## config.mk

```make
export PLATFORM = sky130hd
export DESIGN_NAME = cdb_arbiter_flat
export DESIGN_NICKNAME = d
export VERILOG_FILES = /design/src/rtl/cdb_arbiter_if.sv /design/src/rtl/cdb_arbiter.sv /design/src/flat_wrapper.sv
export SDC_FILE = /design/constraint.sdc
export NUM_CORES = 1
export LEC_CHECK = 0
export CAP_MARGIN = 10
export CELL_PAD_IN_SITES_DETAIL_PLACEMENT = 0
export CELL_PAD_IN_SITES_GLOBAL_PLACEMENT = 1
export CORE_ASPECT_RATIO = 1.75
export CORE_MARGIN = 5
export CORE_UTILIZATION = 49
export DETAILED_ROUTE_END_ITERATION = 8
export PLACE_DENSITY = 0.92
export SYNTH_ARGS = -nofsm -noshare
export SYNTH_HDL_FRONTEND = slang
export SYNTH_SLANG_ARGS = --single-unit
```

## constraint.sdc

```tcl
create_clock -name clk -period 9.4 [get_ports clk]
set_input_delay 1.88 -clock clk [delete_from_list [all_inputs] [get_ports clk]]
set_output_delay 1.88 -clock clk [all_outputs]
set_load 0.03 [all_outputs]
```

## src/rtl/cdb_arbiter_if.sv

```systemverilog
// rtl/cdb_arbiter_if.sv - FU result inputs and common data bus outputs of the CDB arbiter
interface cdb_arbiter_if #(
  parameter int ROB   = 2,
  parameter int WIDTH = 31
);
  logic [2:0]             fuValid;
  logic [3*(ROB+1)-1:0]   fuRob;
  logic [3*(WIDTH+1)-1:0] fuResult;
  logic [2:0]             fuReady;
  logic                   validBroadcast;
  logic [ROB:0]           robEntry;
  logic [WIDTH:0]         result;

  modport master (
    output fuValid, fuRob, fuResult,
    input  fuReady, validBroadcast, robEntry, result
  );

  modport slave (
    input  fuValid, fuRob, fuResult,
    output fuReady, validBroadcast, robEntry, result
  );
endinterface

```

## src/rtl/cdb_arbiter.sv

```systemverilog
// rtl/cdb_arbiter.sv - three 2-deep FU result queues feeding one CDB broadcast slot
// Round-robin pick among queues non-empty before the edge; broadcast is registered.
module cdb_arbiter #(
  parameter int ROB   = 2,
  parameter int WIDTH = 31
) (
  input  logic          clk,
  input  logic          reset,
  input  logic          flush,
  cdb_arbiter_if.slave  bus
);
  localparam int RW = ROB + 1;
  localparam int DW = WIDTH + 1;

  logic [1:0]    r_count   [3];
  logic          r_head    [3];
  logic          r_tail    [3];
  logic [RW-1:0] r_rob_mem [3][2];
  logic [DW-1:0] r_res_mem [3][2];

  logic [1:0]    r_ptr;
  logic          r_valid;
  logic [RW-1:0] r_rob;
  logic [DW-1:0] r_result;

  logic [2:0]    w_ready;
  logic [2:0]    w_push;
  logic [2:0]    w_pop;
  logic          w_any;
  logic [1:0]    w_win;
  logic [1:0]    w_idx;

  // Ready looks only at pre-edge occupancy, so a full queue that pops stays not-ready.
  always_comb begin
    for (int i = 0; i < 3; i++) begin
      w_ready[i] = (r_count[i] < 2'd2) && !flush && !reset;
      w_push[i]  = bus.fuValid[i] && w_ready[i];
    end
  end

  always_comb begin
    w_any = 1'b0;
    w_win = r_ptr;
    w_idx = r_ptr;
    for (int k = 0; k < 3; k++) begin
      if (!w_any && (r_count[w_idx] != 2'd0)) begin
        w_any = 1'b1;
        w_win = w_idx;
      end
      w_idx = (w_idx == 2'd2) ? 2'd0 : w_idx + 2'd1;
    end
    w_pop = 3'b000;
    if (w_any) begin
      w_pop[w_win] = 1'b1;
    end
  end

  always_ff @(posedge clk) begin
    for (int i = 0; i < 3; i++) begin
      if (w_push[i]) begin
        r_rob_mem[i][r_tail[i]] <= bus.fuRob[i*RW +: RW];
        r_res_mem[i][r_tail[i]] <= bus.fuResult[i*DW +: DW];
      end
    end
  end

  always_ff @(posedge clk) begin
    if (reset) begin
      for (int i = 0; i < 3; i++) begin
        r_count[i] <= 2'd0;
        r_head[i]  <= 1'b0;
        r_tail[i]  <= 1'b0;
      end
      r_ptr    <= 2'd0;
      r_valid  <= 1'b0;
      r_rob    <= '0;
      r_result <= '0;
    end else if (flush) begin
      for (int i = 0; i < 3; i++) begin
        r_count[i] <= 2'd0;
        r_head[i]  <= 1'b0;
        r_tail[i]  <= 1'b0;
      end
      r_valid <= 1'b0;
    end else begin
      for (int i = 0; i < 3; i++) begin
        if (w_push[i]) begin
          r_tail[i] <= ~r_tail[i];
        end
        if (w_pop[i]) begin
          r_head[i] <= ~r_head[i];
        end
        case ({w_push[i], w_pop[i]})
          2'b10:   r_count[i] <= r_count[i] + 2'd1;
          2'b01:   r_count[i] <= r_count[i] - 2'd1;
          default: r_count[i] <= r_count[i];
        endcase
      end
      r_valid <= w_any;
      if (w_any) begin
        r_rob    <= r_rob_mem[w_win][r_head[w_win]];
        r_result <= r_res_mem[w_win][r_head[w_win]];
        r_ptr    <= (w_win == 2'd2) ? 2'd0 : w_win + 2'd1;
      end
    end
  end

  assign bus.fuReady        = w_ready;
  assign bus.validBroadcast = r_valid;
  assign bus.robEntry       = r_rob;
  assign bus.result         = r_result;
endmodule

```

## src/flat_wrapper.sv

```systemverilog
// flat-port wrapper written by rule: the top's interface ports become plain ports
module cdb_arbiter_flat 
#(
  parameter int ROB   = 2,
  parameter int WIDTH = 31
)
  (clk, reset, flush, bus_fuValid, bus_fuRob, bus_fuResult, bus_fuReady, bus_validBroadcast, bus_robEntry, bus_result);
  cdb_arbiter_if #(.ROB(ROB), .WIDTH(WIDTH)) bus_i ();
  input  logic clk;
  input  logic reset;
  input  logic flush;
  input wire logic [$bits(bus_i.fuValid)-1:0] bus_fuValid;
  input wire logic [$bits(bus_i.fuRob)-1:0] bus_fuRob;
  input wire logic [$bits(bus_i.fuResult)-1:0] bus_fuResult;
  output wire logic [$bits(bus_i.fuReady)-1:0] bus_fuReady;
  output wire logic [$bits(bus_i.validBroadcast)-1:0] bus_validBroadcast;
  output wire logic [$bits(bus_i.robEntry)-1:0] bus_robEntry;
  output wire logic [$bits(bus_i.result)-1:0] bus_result;
  assign bus_i.fuValid = bus_fuValid;
  assign bus_i.fuRob = bus_fuRob;
  assign bus_i.fuResult = bus_fuResult;
  assign bus_fuReady = bus_i.fuReady;
  assign bus_validBroadcast = bus_i.validBroadcast;
  assign bus_robEntry = bus_i.robEntry;
  assign bus_result = bus_i.result;
  cdb_arbiter #(.ROB(ROB), .WIDTH(WIDTH)) u_core (.clk(clk), .reset(reset), .flush(flush), .bus(bus_i));
endmodule
```

==> results of run 1 <==
[synth_stat cells (all sizes together)]
library cell	count
edfxtp	222
nor2	60
clkbuf	48
inv	41
dfxtp	40
a2111oi	38
a21boi	37
a21oi	37
nand3	37
a22oi	36
nor4	36
a221oi	35
nor2b	35
o2111ai	35
o2bb2ai	35
buf	27
nand2	13
nor3	7
and3	5
o21ai	5
ha	4
xnor2	4
o21a	3
a21o	2
and2	2
nand2b	2
nor3b	2
or2	2
xor2	2
a211o	1
a311oi	1
mux2	1
o211ai	1
o21ba	1
o221ai	1
o31a	1
o31ai	1
[stage by stage]
| stage | util | setup WS [ns] |
|---|---|---|
| global placement | 0.5665 | 3.894 |
| finish | 0.6058 | 3.886 |
| global route | 0.6058 | 3.753 |
| detailed placement | 0.5665 | 3.869 |
| CTS | 0.6058 | 3.859 |
| floorplan | - | 4.425 |
[kinds of logic (layout without fill, tap and decap cells)]
family / after synthesis / after routing / synth area share
fa+ha+maj: 4 / 4 / 0.004359
flops: 262 / 262 / 0.6503
xor+xnor: 6 / 6 / 0.004577
mux: 1 / 1 / 0.0009806
compound gates: 270 / 270 / 0.2028
simple gates: 201 / 201 / 0.09284
buf+inv: 116 / 247 / 0.04413
[power groups by stage]
stage                     logic (uW)  clock network [uW]  registers (uW)
after CTS                       2050                1110            1490
final                           2070                1100            1490
after detailed placement        2040                   0            1510
after global routing            2200                1170            1500
after global placement          2000                   0            1510
after floorplan                 1360                   0            1570
[cell type report]
type | count | area [um^2] | share of cell area
clock inverters | 12 | 211.5 | 0.01502
well taps | 304 | 380.4 | 0.02701
clock buffers | 32 | 703.2 | 0.04994
repair buffers | 162 | 1584 | 0.1125
multi-input cells | 482 | 3580 | 0.2542
flip-flops and latches | 262 | 7467 | 0.5303
inverters | 41 | 153.9 | 0.01093
[per-layer routing]
| layer | vias to the layer above | share of wire | track usage |
|---|---|---|---|
| met1 | 4099 | 0.34 | 0.2804 |
| met4 | 0 | 0.069 | 0.1703 |
| met3 | 128 | 0.079 | 0.03394 |
| met2 | 536 | 0.51 | 0.4229 |
| met5 | - | 0 | 0 |
| li1 | 3675 | - | - |
[flip-flops by register name (all words and copies together) (netlist names), named ones only]
register and cells:
u_core.bus.result 32, u_core.r_head 3, u_core.r_ptr 2, u_core.r_tail 3, u_core.bus.validBroadcast 1, u_core.r_count 6
u_core.bus.robEntry 3, u_core.r_res_mem 192, u_core.r_rob_mem 18
[worst max path at each step]
stage,from,endpoint
floorplan,reset,u_core.r_res_mem[2][32]
global placement,reset,bus_fuReady[0]
detailed placement,reset,bus_fuReady[2]
CTS,reset,bus_fuReady[2]
global route,reset,bus_fuReady[2]
finish,reset,bus_fuReady[2]
[critical path: cells and delay by family]
family | cells | cell delay [ns]
buffers and inverters | 3 | 1.12
and+or+nand+nor | 2 | 0.63
==> results.txt, run 1 <==
----------------------------------------------------
[Clocking]
  Clk_lat worst skew ... 0.52 ns
  Clock buffer count from CTS ... 24
  Clk slew on worst S/H paths ... 0.06 ns
  Number of buffers inserted by hold repair at cts ... 0
  Cells resized by post-CTS repair ... 0
  Number of buffers inserted by post-CTS setup repair ... 0
  CTS H-tree depth ... 1
  Root Driver ... sky130_fd_sc_hd__clkbuf_16
  Number of buffers on the longest clock path ... 3
  Clock sink count ... 262
  Clock tree from TritonCTS ... yes

[Finish]
  Finished Layout Cells ... 1,295
  Antenna diode count ... 0
  Final instance area ... 14,080 um^2
  Nets@finish ... 1,088
  Synthesis-to-finish area growth ... 22.62%
  Filler cell count ... 1,779
  Commonest cells after routing, fill and taps aside ... sky130_fd_sc_hd__edfxtp_1, sky130_fd_sc_hd__clkdlybuf4s50_1, sky130_fd_sc_hd__nor2_1
  Most common library cell in the layout ignoring fill and taps ... sky130_fd_sc_hd__edfxtp_1
  Fraction of final layout cells with drive strength greater than 1 ... 0.1140

[Route]
  Iteration count of the initial detailed-routing pass ... 5
  Via count ... 8,438
  Count of nets left with antenna violations after detail routing ... 0
  Total length of routed wires ... 33,410 um
  Initial DRC count ... 1,095
  Count of unresolved DRC violations after routing ... 0
  Vias per inst ... 6.516
  Average wire per standard cell ... 25.80 um

[Setup path]
  Peak fanout along the critical path ... 43
  Startpoint of the worst-slack reg-to-reg timing path ... u_core.r_count[0][1]
  Cell-by-cell listing of the critical path ... buf_2 -> buf_4 -> or2_2 -> nor2_1 -> clkdlybuf4s50_1
  Delay contributed by the slowest stage of the critical path ... 0.70 ns
  Worst setup path class ... in -> out
  Reg-to-reg setup timing slack ... 5.31 ns
  Capture point of the worst reg-to-reg path ... u_core.r_count[1][0]
  Slowest library cell on the worst path ... sky130_fd_sc_hd__clkdlybuf4s50_1
  Data arrival time of the critical path ... 3.63 ns
  Nature of the critical path endpoint ... output pin
  Kind of start point of the critical path ... primary input
  Critical Path RT ... 7.52 ns
  Number of cells on the worst reg-to-reg path ... 7

[Synth]
  Mean instance size in the synthesized netlist ... 13.35 um^2
  Dominant cells by area after synthesis ... sky130_fd_sc_hd__edfxtp_1, sky130_fd_sc_hd__dfxtp_1, sky130_fd_sc_hd__a2111oi_2, sky130_fd_sc_hd__a221oi_1, sky130_fd_sc_hd__o2111ai_1
  Yosys warning count ... 0
  Count of mapped cells out of synthesis ... 860
  Number of nets in the synthesized netlist ... 975
  Netlist cell types ... 50
  Summed instance area of the synthesized netlist ... 11,480 um^2
  Proportion of netlist area held by the largest area contributor ... 0.5806
  Flip-flop and latch count after synthesis ... 262
  Sequential element share of the synthesized area ... 0.6503
  Largest area contributor in the netlist ... sky130_fd_sc_hd__edfxtp_1

[Placed design]
  Sum of net half-perimeters after detailed placement ... 19,510 um
  Final weighted congestion in routability-driven placement ... 0.8330
  Quantity of I/O buffers inserted on ports ... 149
  Placed cell count ... 1,251
  Standard cell area after detailed placement ... 13,170 um^2

[STA]
  Worst hold-check slack ... 0.5364 ns
  Worst-Margin Slew ... 1.153 ns
  Setup Viol. Count Final ... 0
  Final-report max-slew violation count ... 0
  Tmin final ... 5.514 ns
  Final hold viol count ... 0
  Fmax ... 181.3 MHz
  Worst clock skew ... 0.007275 ns
  Share of the clock period used by the worst path after layout ... 0.5866
  Post-route setup TNS ... 0 ns
  Worst slew slack as a fraction of its limit ... 0.2315
  Setup repair after global routing missed its margin ... no

[Global route]
  Global-route usage over all layers ... 0.2451
  Global-route wire length before repair ... 50,110 um
  Total gr overflow ... 0
  Largest net degree at the start of global routing ... 72
  Via count of the first global-routing pass ... 8,868
  Initial antenna violation count ... 0

[Floorplanning]
  Top-level I/O count ... 150
  Core area ... 23,240 um^2
  Die Height ... 212.5 um
  Cell Rows ... 74
  Floorplan die width ... 125.7 um
  Initial core utilization ... 0.4941
  Die area ... 26,720 um^2

[Pwr]
  Fraction of power consumed by the clock network ... 0.237
  Switching Fraction ... 0.4078
  Internal Dissipation ... 2764 uW
  Portion of total power attributed to sequential cells ... 0.320
  Power per Cell Area ... 331.4 nW/um^2
  Leak Pwr ... 0.004562 uW
  Combinational Power Share ... 0.444
  Net switching power of the design ... 1903 uW
  Sum of internal, switching and leakage power ... 4667 uW
  Highest ir drop seen on vdd ... 0.2736 mV

[Status]
  Result of the run ... finished clean

[Worst hold path]
  Hold path endpoint ... u_core.bus.result[13]
  Worst hold start ... u_core.bus.result[13]
  Hold crit path type ... reg -> reg
  Cells on Worst Hold Path ... 2

[Job]
  Maxcap violations ... 0

----------------------------------------------------
(Power assumes the default switching activity.)
==> run 2, diff against run 1 <==
--- a/config.mk
+++ b/config.mk
@@ -10,9 +10,9 @@
 export CELL_PAD_IN_SITES_GLOBAL_PLACEMENT = 1
 export CORE_ASPECT_RATIO = 1.75
 export CORE_MARGIN = 5
-export CORE_UTILIZATION = 49
+export CORE_UTILIZATION = 41
 export DETAILED_ROUTE_END_ITERATION = 8
-export PLACE_DENSITY = 0.92
+export PLACE_DENSITY = 0.83
 export SYNTH_ARGS = -nofsm -noshare
 export SYNTH_HDL_FRONTEND = slang
 export SYNTH_SLANG_ARGS = --single-unit
==> constraint.sdc (replaced) <==
create_clock -name clk -period 5 [get_ports clk]
set_input_delay 1 -clock clk [delete_from_list [all_inputs] [get_ports clk]]
set_output_delay 1 -clock clk [all_outputs]
set_load 0.03 [all_outputs]
==> results.txt, run 2 (synthesis gave the netlist of run 1 again) <==
----------------------------------------------------
[Status]
  Result of the run ... finished clean

[Global route]
  Initial antenna violation count ... 0 (unchanged)
  Largest net degree at the start of global routing ... 72 (unchanged)
  Global-route wire length before repair ... 52,090 um (+3.9%)
  Global-route usage over all layers ... 0.2198 (-0.02527)
  Via count of the first global-routing pass ... 8,671 (-2.2%)
  Total gr overflow ... 0 (unchanged)

[STA]
  Share of the clock period used by the worst path after layout ... 0.7526
  Final hold viol count ... 0 (unchanged)
  Least setup slack across all paths after layout ... 1.237 ns (-2.649 ns)
  Tmin final ... 3.763 ns
  Worst hold-check slack ... 0.5199 ns (-0.01653 ns)
  Fmax ... 265.7 MHz
  Final-report max-slew violation count ... 0 (unchanged)
  Worst-Margin Slew ... 1.128 ns (-0.02518 ns)
  Worst clock skew ... 0.01657 ns (+0.009299 ns)
  Setup Viol. Count Final ... 0 (unchanged)
  Post-route setup TNS ... 0 ns (unchanged)
  Setup repair after global routing missed its margin ... no
  Worst slew slack as a fraction of its limit ... 0.2483 (+0.01679)

[Pwr]
  Highest ir drop seen on vdd ... 0.3690 mV (+35%)
  Leak Pwr ... 0.004501 uW (-1.3%)
  Power per Cell Area ... 611.7 nW/um^2 (+85%)

[Clocking]
  Clock sink count ... 262 (unchanged)
  Cells resized by post-CTS repair ... 0 (unchanged)
  Number of buffers inserted by post-CTS setup repair ... 0 (unchanged)
  CTS H-tree depth ... 1 (unchanged)
  Clk_lat worst skew ... 0.54 ns (+0.02 ns)
  Clock tree from TritonCTS ... yes
  Root Driver ... sky130_fd_sc_hd__clkbuf_16
  Clk slew on worst S/H paths ... 0.07 ns (about the same)
  Number of buffers on the longest clock path ... 3 (unchanged)
  Clock buffer count from CTS ... 23 (-4.2%)
  Number of buffers inserted by hold repair at cts ... 0 (unchanged)

[Setup path]
  Delay contributed by the slowest stage of the critical path ... 0.71 ns (about the same)
  Data arrival time of the critical path ... 2.76 ns (-0.87 ns)
  Critical Path RT ... 4.00 ns (-3.52 ns)
  Family with the most delay on the worst path ... buffers and inverters
  Peak fanout along the critical path ... 9 (-79%)
  Kind of start point of the critical path ... primary input
  Logic depth of the worst setup path including buffers ... 4 (-1)
  Startpoint of the worst-slack reg-to-reg timing path ... u_core.r_count[2][1]
  Number of cells on the worst reg-to-reg path ... 9 (+2)
  Slowest library cell on the worst path ... sky130_fd_sc_hd__clkdlybuf4s50_1
  Buffers & Inverters on Critical Path ... 2 (-1)
  Reg-to-reg setup timing slack ... 1.45 ns (-3.86 ns)
  Most Frequent Cell on Critical Path ... sky130_fd_sc_hd__clkdlybuf4s50_1
  CP endpoint ... bus_fuReady[0]
  Launch point of the critical path ... flush
  Cell-by-cell listing of the critical path ... clkdlybuf4s50_1 -> or2_2 -> nor2_1 -> clkdlybuf4s50_1
  Nature of the critical path endpoint ... output pin
  Worst setup path class ... in -> out
  Capture point of the worst reg-to-reg path ... u_core.r_count[0][1]

[Placed design]
  Final weighted congestion in routability-driven placement ... 0.8209 (-1.5%)
  Setup slack at placement ... 1.251 ns (-2.619 ns)
  Sum of net half-perimeters after detailed placement ... 20,970 um (+7.5%)
  Quantity of I/O buffers inserted on ports ... 149 (unchanged)
  Standard cell area after detailed placement ... 13,300 um^2 (+1.0%)

[Finish]
  Final core occ ... 0.5065 (-0.09936)
  Final instance area ... 14,060 um^2 (-0.11%)
  Commonest cells after routing, fill and taps aside ... sky130_fd_sc_hd__edfxtp_1, sky130_fd_sc_hd__clkdlybuf4s50_1, sky130_fd_sc_hd__nor2_1
  Fraction of final layout cells with drive strength greater than 1 ... 0.1176 (+0.003562)
  Max reg flops ... 192 (unchanged)
  Nets@finish ... 1,093 (+0.46%)
  Synthesis-to-finish area growth ... 22.49%
  Antenna diode count ... 0 (unchanged)
  Most common library cell in the layout ignoring fill and taps ... sky130_fd_sc_hd__edfxtp_1
  Filler cell count ... 2,395 (+35%)

[Route]
  Iteration count of the initial detailed-routing pass ... 5 (unchanged)
  Count of unresolved DRC violations after routing ... 0 (unchanged)
  Total length of routed wires ... 35,160 um (+5.2%)
  Vias per inst ... 6.054 (-7.1%)
  Via count ... 8,282 (-1.8%)
  Count of nets left with antenna violations after detail routing ... 0 (unchanged)
  Average wire per standard cell ... 25.70 um (-0.38%)
  Initial DRC count ... 835 (-24%)

[Floorplanning]
  Core area ... 27,770 um^2 (+19%)
  Top-level I/O count ... 150 (unchanged)
  Initial core utilization ... 0.4135 (-0.08059)
  Floorplan die width ... 136.5 um (+8.6%)
  Cell Rows ... 81 (+9.5%)
  Die Height ... 231.4 um (+8.9%)
  Die area ... 31,580 um^2 (+18%)

[Worst hold path]
  Hold crit path type ... reg -> reg

[Job]
  Maxcap violations ... 0 (unchanged)

----------------------------------------------------
==> run 2: changes by cell type in the layout (fill, tap and decap cells not counted), sizes merged <==
cell      previous run  this run
clkbuf              32        25
buf                 14        20
clkinvlp             2         7
bufinv               5         3
clkinv               3         5
==> run 2: per-stage QoR <==
stage	std cells	total power (uW)
2_1_floorplan	860	5512
3_3_place_gp	1326	6726
3_5_place_dp	1326	6768
4_1_cts	1368	8584
5_1_grt	1368	8995
6_report	1368	8604
==> run 2: final cells by class <==
type                       count  area [um^2]  share of cell area
tap                          373        466.7             0.03318
clock inverter                17        181.4             0.01290
clock buffer                  25        583.1             0.04146
sequential                   262         7467              0.5309
timing repair buffer         168         1629              0.1158
inverter                      41        153.9             0.01094
multi-input combinational    482         3583              0.2548
==> run 2: worst min path at each step <==
stage                                  to             startpoint  cells after the start  slack (ns)
floorplan                u_core.r_head[0]       u_core.r_head[0]                      1        0.54
global placement    u_core.bus.result[31]  u_core.bus.result[31]                      2        0.51
detailed placement  u_core.bus.result[31]  u_core.bus.result[31]                      2        0.51
CTS                 u_core.bus.result[31]  u_core.bus.result[31]                      2        0.52
global route        u_core.bus.result[31]  u_core.bus.result[31]                      2        0.57
finish              u_core.bus.result[31]  u_core.bus.result[31]                      2        0.52
==> run 2: routing by layer <==
metal	global-route usage	wire length [um]
met5	0	0
met4	0.1154	1794
met3	0.03084	2293
met2	0.3980	18830
met1	0.2458	12250
==> run 2: report_power, final <==
group          internal (uW)  total, uW  switching, uW
clock                   1010       1820            812
sequential              2610       2790            182
combinational           1360       3990           2630
==> run 2: worst min-delay path: stages, from the launching register on <==
cell	delay [ns]
sky130_fd_sc_hd__dfxtp_1	0.31
sky130_fd_sc_hd__nor2_1	0.09
sky130_fd_sc_hd__a2111oi_0	0.06
==> run 3, diff against run 2 <==
--- a/config.mk
+++ b/config.mk
@@ -10,9 +10,9 @@
 export CELL_PAD_IN_SITES_GLOBAL_PLACEMENT = 1
 export CORE_ASPECT_RATIO = 1.75
 export CORE_MARGIN = 5
-export CORE_UTILIZATION = 41
+export CORE_UTILIZATION = 45
 export DETAILED_ROUTE_END_ITERATION = 8
-export PLACE_DENSITY = 0.83
+export PLACE_DENSITY = 0.86
 export SYNTH_ARGS = -nofsm -noshare
 export SYNTH_HDL_FRONTEND = slang
 export SYNTH_SLANG_ARGS = --single-unit
==> constraint.sdc (replaced) <==
create_clock -name clk -period 3.9 [get_ports clk]
set_input_delay 0.78 -clock clk [delete_from_list [all_inputs] [get_ports clk]]
set_output_delay 0.78 -clock clk [all_outputs]
set_load 0.03 [all_outputs]
==> results.txt, run 3 (synthesis gave the netlist of run 1 again) <==
----------------------------------------------------
[Route]
  Count of nets left with antenna violations after detail routing ... 0 (unchanged)
  Via count ... 8,423 (+1.7%)
  Total length of routed wires ... 34,480 um (-1.9%)
  Count of unresolved DRC violations after routing ... 0 (unchanged)
  Average wire per standard cell ... 26.10 um (+1.6%)
  Initial DRC count ... 926 (+11%)
  Iteration count of the initial detailed-routing pass ... 7 (+2)
  Vias per inst ... 6.376 (+5.3%)

[Clocking]
  Number of buffers inserted by post-CTS setup repair ... 0 (unchanged)
  Clock tree from TritonCTS ... yes
  Clk slew on worst S/H paths ... 0.06 ns (about the same)
  Clock sink count ... 262 (unchanged)
  Cells resized by post-CTS repair ... 0 (unchanged)
  Root Driver ... sky130_fd_sc_hd__clkbuf_16
  Clock buffer count from CTS ... 24 (+4.3%)
  CTS H-tree depth ... 1 (unchanged)
  Number of buffers inserted by hold repair at cts ... 0 (unchanged)
  Number of buffers on the longest clock path ... 3 (unchanged)
  Clk_lat worst skew ... 0.53 ns (about the same)

[STA]
  Least setup slack across all paths after layout ... 0.5827 ns (-0.6543 ns)
  Setup Viol. Count Final ... 0 (unchanged)
  Final-report max-slew violation count ... 0 (unchanged)
  Fmax ... 301.4 MHz
  Worst-Margin Slew ... 0.9159 ns (-0.2117 ns)
  Worst hold-check slack ... 0.5148 ns (-0.005045 ns)
  Worst slew slack as a fraction of its limit ... 0.3894 (+0.1411)
  Final hold viol count ... 0 (unchanged)
  Share of the clock period used by the worst path after layout ... 0.8506
  Post-route setup TNS ... 0 ns (unchanged)
  Tmin final ... 3.317 ns
  Setup repair after global routing missed its margin ... no
  Worst clock skew ... 0.01098 ns (-0.005592 ns)

[Global route]
  Global-route wire length before repair ... 51,580 um (-0.98%)
  Total gr overflow ... 0 (unchanged)
  Initial antenna violation count ... 0 (unchanged)
  Via count of the first global-routing pass ... 8,874 (+2.3%)
  Global-route usage over all layers ... 0.2358 (+0.01602)
  Largest net degree at the start of global routing ... 72 (unchanged)

[Setup path]
  Cell-by-cell listing of the critical path ... clkdlybuf4s50_1 -> or2_2 -> nor2_1 -> clkdlybuf4s50_1
  Reg-to-reg setup timing slack ... 0.71 ns (-0.74 ns)
  Delay contributed by the slowest stage of the critical path ... 0.70 ns (about the same)
  Kind of start point of the critical path ... primary input
  Startpoint of the worst-slack reg-to-reg timing path ... u_core.r_count[0][1]
  Worst setup path class ... in -> out
  Peak fanout along the critical path ... 9 (unchanged)
  Data arrival time of the critical path ... 2.54 ns (-0.22 ns)
  Critical Path RT ... 3.12 ns (-0.88 ns)
  Most Frequent Cell on Critical Path ... sky130_fd_sc_hd__clkdlybuf4s50_1
  Nature of the critical path endpoint ... output pin
  Slowest library cell on the worst path ... sky130_fd_sc_hd__clkdlybuf4s50_1
  Launch point of the critical path ... flush

[Finish]
  Most common library cell in the layout ignoring fill and taps ... sky130_fd_sc_hd__edfxtp_1
  Fraction of final layout cells with drive strength greater than 1 ... 0.1254 (+0.007785)
  Synthesis-to-finish area growth ... 23.00%
  Max reg flops ... 192 (unchanged)
  Filler cell count ... 2,093 (-13%)
  Nets@finish ... 1,102 (+0.82%)
  Commonest cells after routing, fill and taps aside ... sky130_fd_sc_hd__edfxtp_1, sky130_fd_sc_hd__clkdlybuf4s50_1, sky130_fd_sc_hd__nor2_1
  Antenna diode count ... 0 (unchanged)

[Floorplanning]
  Die Height ... 221.3 um (-4.3%)
  Core area ... 25,240 um^2 (-9.1%)
  Floorplan die width ... 130.8 um (-4.2%)
  Cell Rows ... 77 (-4.9%)
  Top-level I/O count ... 150 (unchanged)
  Initial core utilization ... 0.4549 (+0.04140)
  Die area ... 28,940 um^2 (-8.4%)

[Placed design]
  Sum of net half-perimeters after detailed placement ... 21,340 um (+1.8%)
  Quantity of I/O buffers inserted on ports ... 149 (unchanged)
  Final weighted congestion in routability-driven placement ... 0.8197 (-0.15%)
  Setup slack at placement ... 0.5848 ns (-0.6660 ns)

[Pwr]
  Highest ir drop seen on vdd ... 0.4582 mV (+24%)
  Leak Pwr ... 0.004597 uW (+2.1%)
  Power per Cell Area ... 791.6 nW/um^2 (+29%)

[Worst hold path]
  Hold crit path type ... reg -> reg
  Worst hold start ... u_core.bus.robEntry[2]

[Status]
  Result of the run ... finished clean

[Job]
  Maxcap violations ... 0 (unchanged)

----------------------------------------------------
==> run 3: changes by cell type in the layout (fill, tap and decap cells not counted), moves of 3 or more <==
cell	change
sky130_fd_sc_hd__clkinv_2	+3
sky130_fd_sc_hd__buf_4	+7
sky130_fd_sc_hd__clkbuf_8	+3
sky130_fd_sc_hd__clkinvlp_4	-5
==> run 3: worst max-delay path, delay by kind of cell <==
kind                   cells  cell delay [ns]
and+or+nand+nor            2             0.60
buffers and inverters      2             1.15
==> run 3: stage by stage <==
step	util	instances	instance area, um^2	total power, uW
after CTS	0.5595	1321	14120	11160
final	0.5595	1321	14120	11180
after global placement	0.5269	1277	13300	8646
after global routing	0.5595	1321	14120	11660
after detailed placement	0.5269	1277	13300	8716
after floorplan	-	860	11480	7066
==> run 3: routing by layer <==
layer	up-vias	track usage	routed length (um)
met2	439	0.4087	18120
met3	129	0.02751	2301
met1	4163	0.2685	11700
met5	-	0	0
li1	3692	-	-
met4	0	0.1508	2355
==> run 3: power breakdown <==
group	internal (uW)	switching, uW	total [uW]
combinational	1800	3310	5110
clock	1430	1030	2460
sequential	3350	261	3610
total	6570	4610	11200
==> run 3: worst paths after layout <==
| path | to | cells after the start |
|---|---|---|
| min | u_core.bus.robEntry[2] | 2 |
| max reg2reg | u_core.r_count[0][1] | 8 |
| max | bus_fuReady[1] | 4 |
| min reg2reg | u_core.bus.robEntry[2] | 2 |
==> run 3: area by class of cell <==
class / count / area [um^2] / area share
inverter: 41 / 153.9 / 0.01090
clock inverter: 12 / 142.6 / 0.01010
tap: 316 / 395.4 / 0.02799
multi-input combinational: 482 / 3581 / 0.2535
timing repair buffer: 176 / 1702 / 0.1205
sequential: 262 / 7467 / 0.5287
clock buffer: 32 / 681.9 / 0.04828
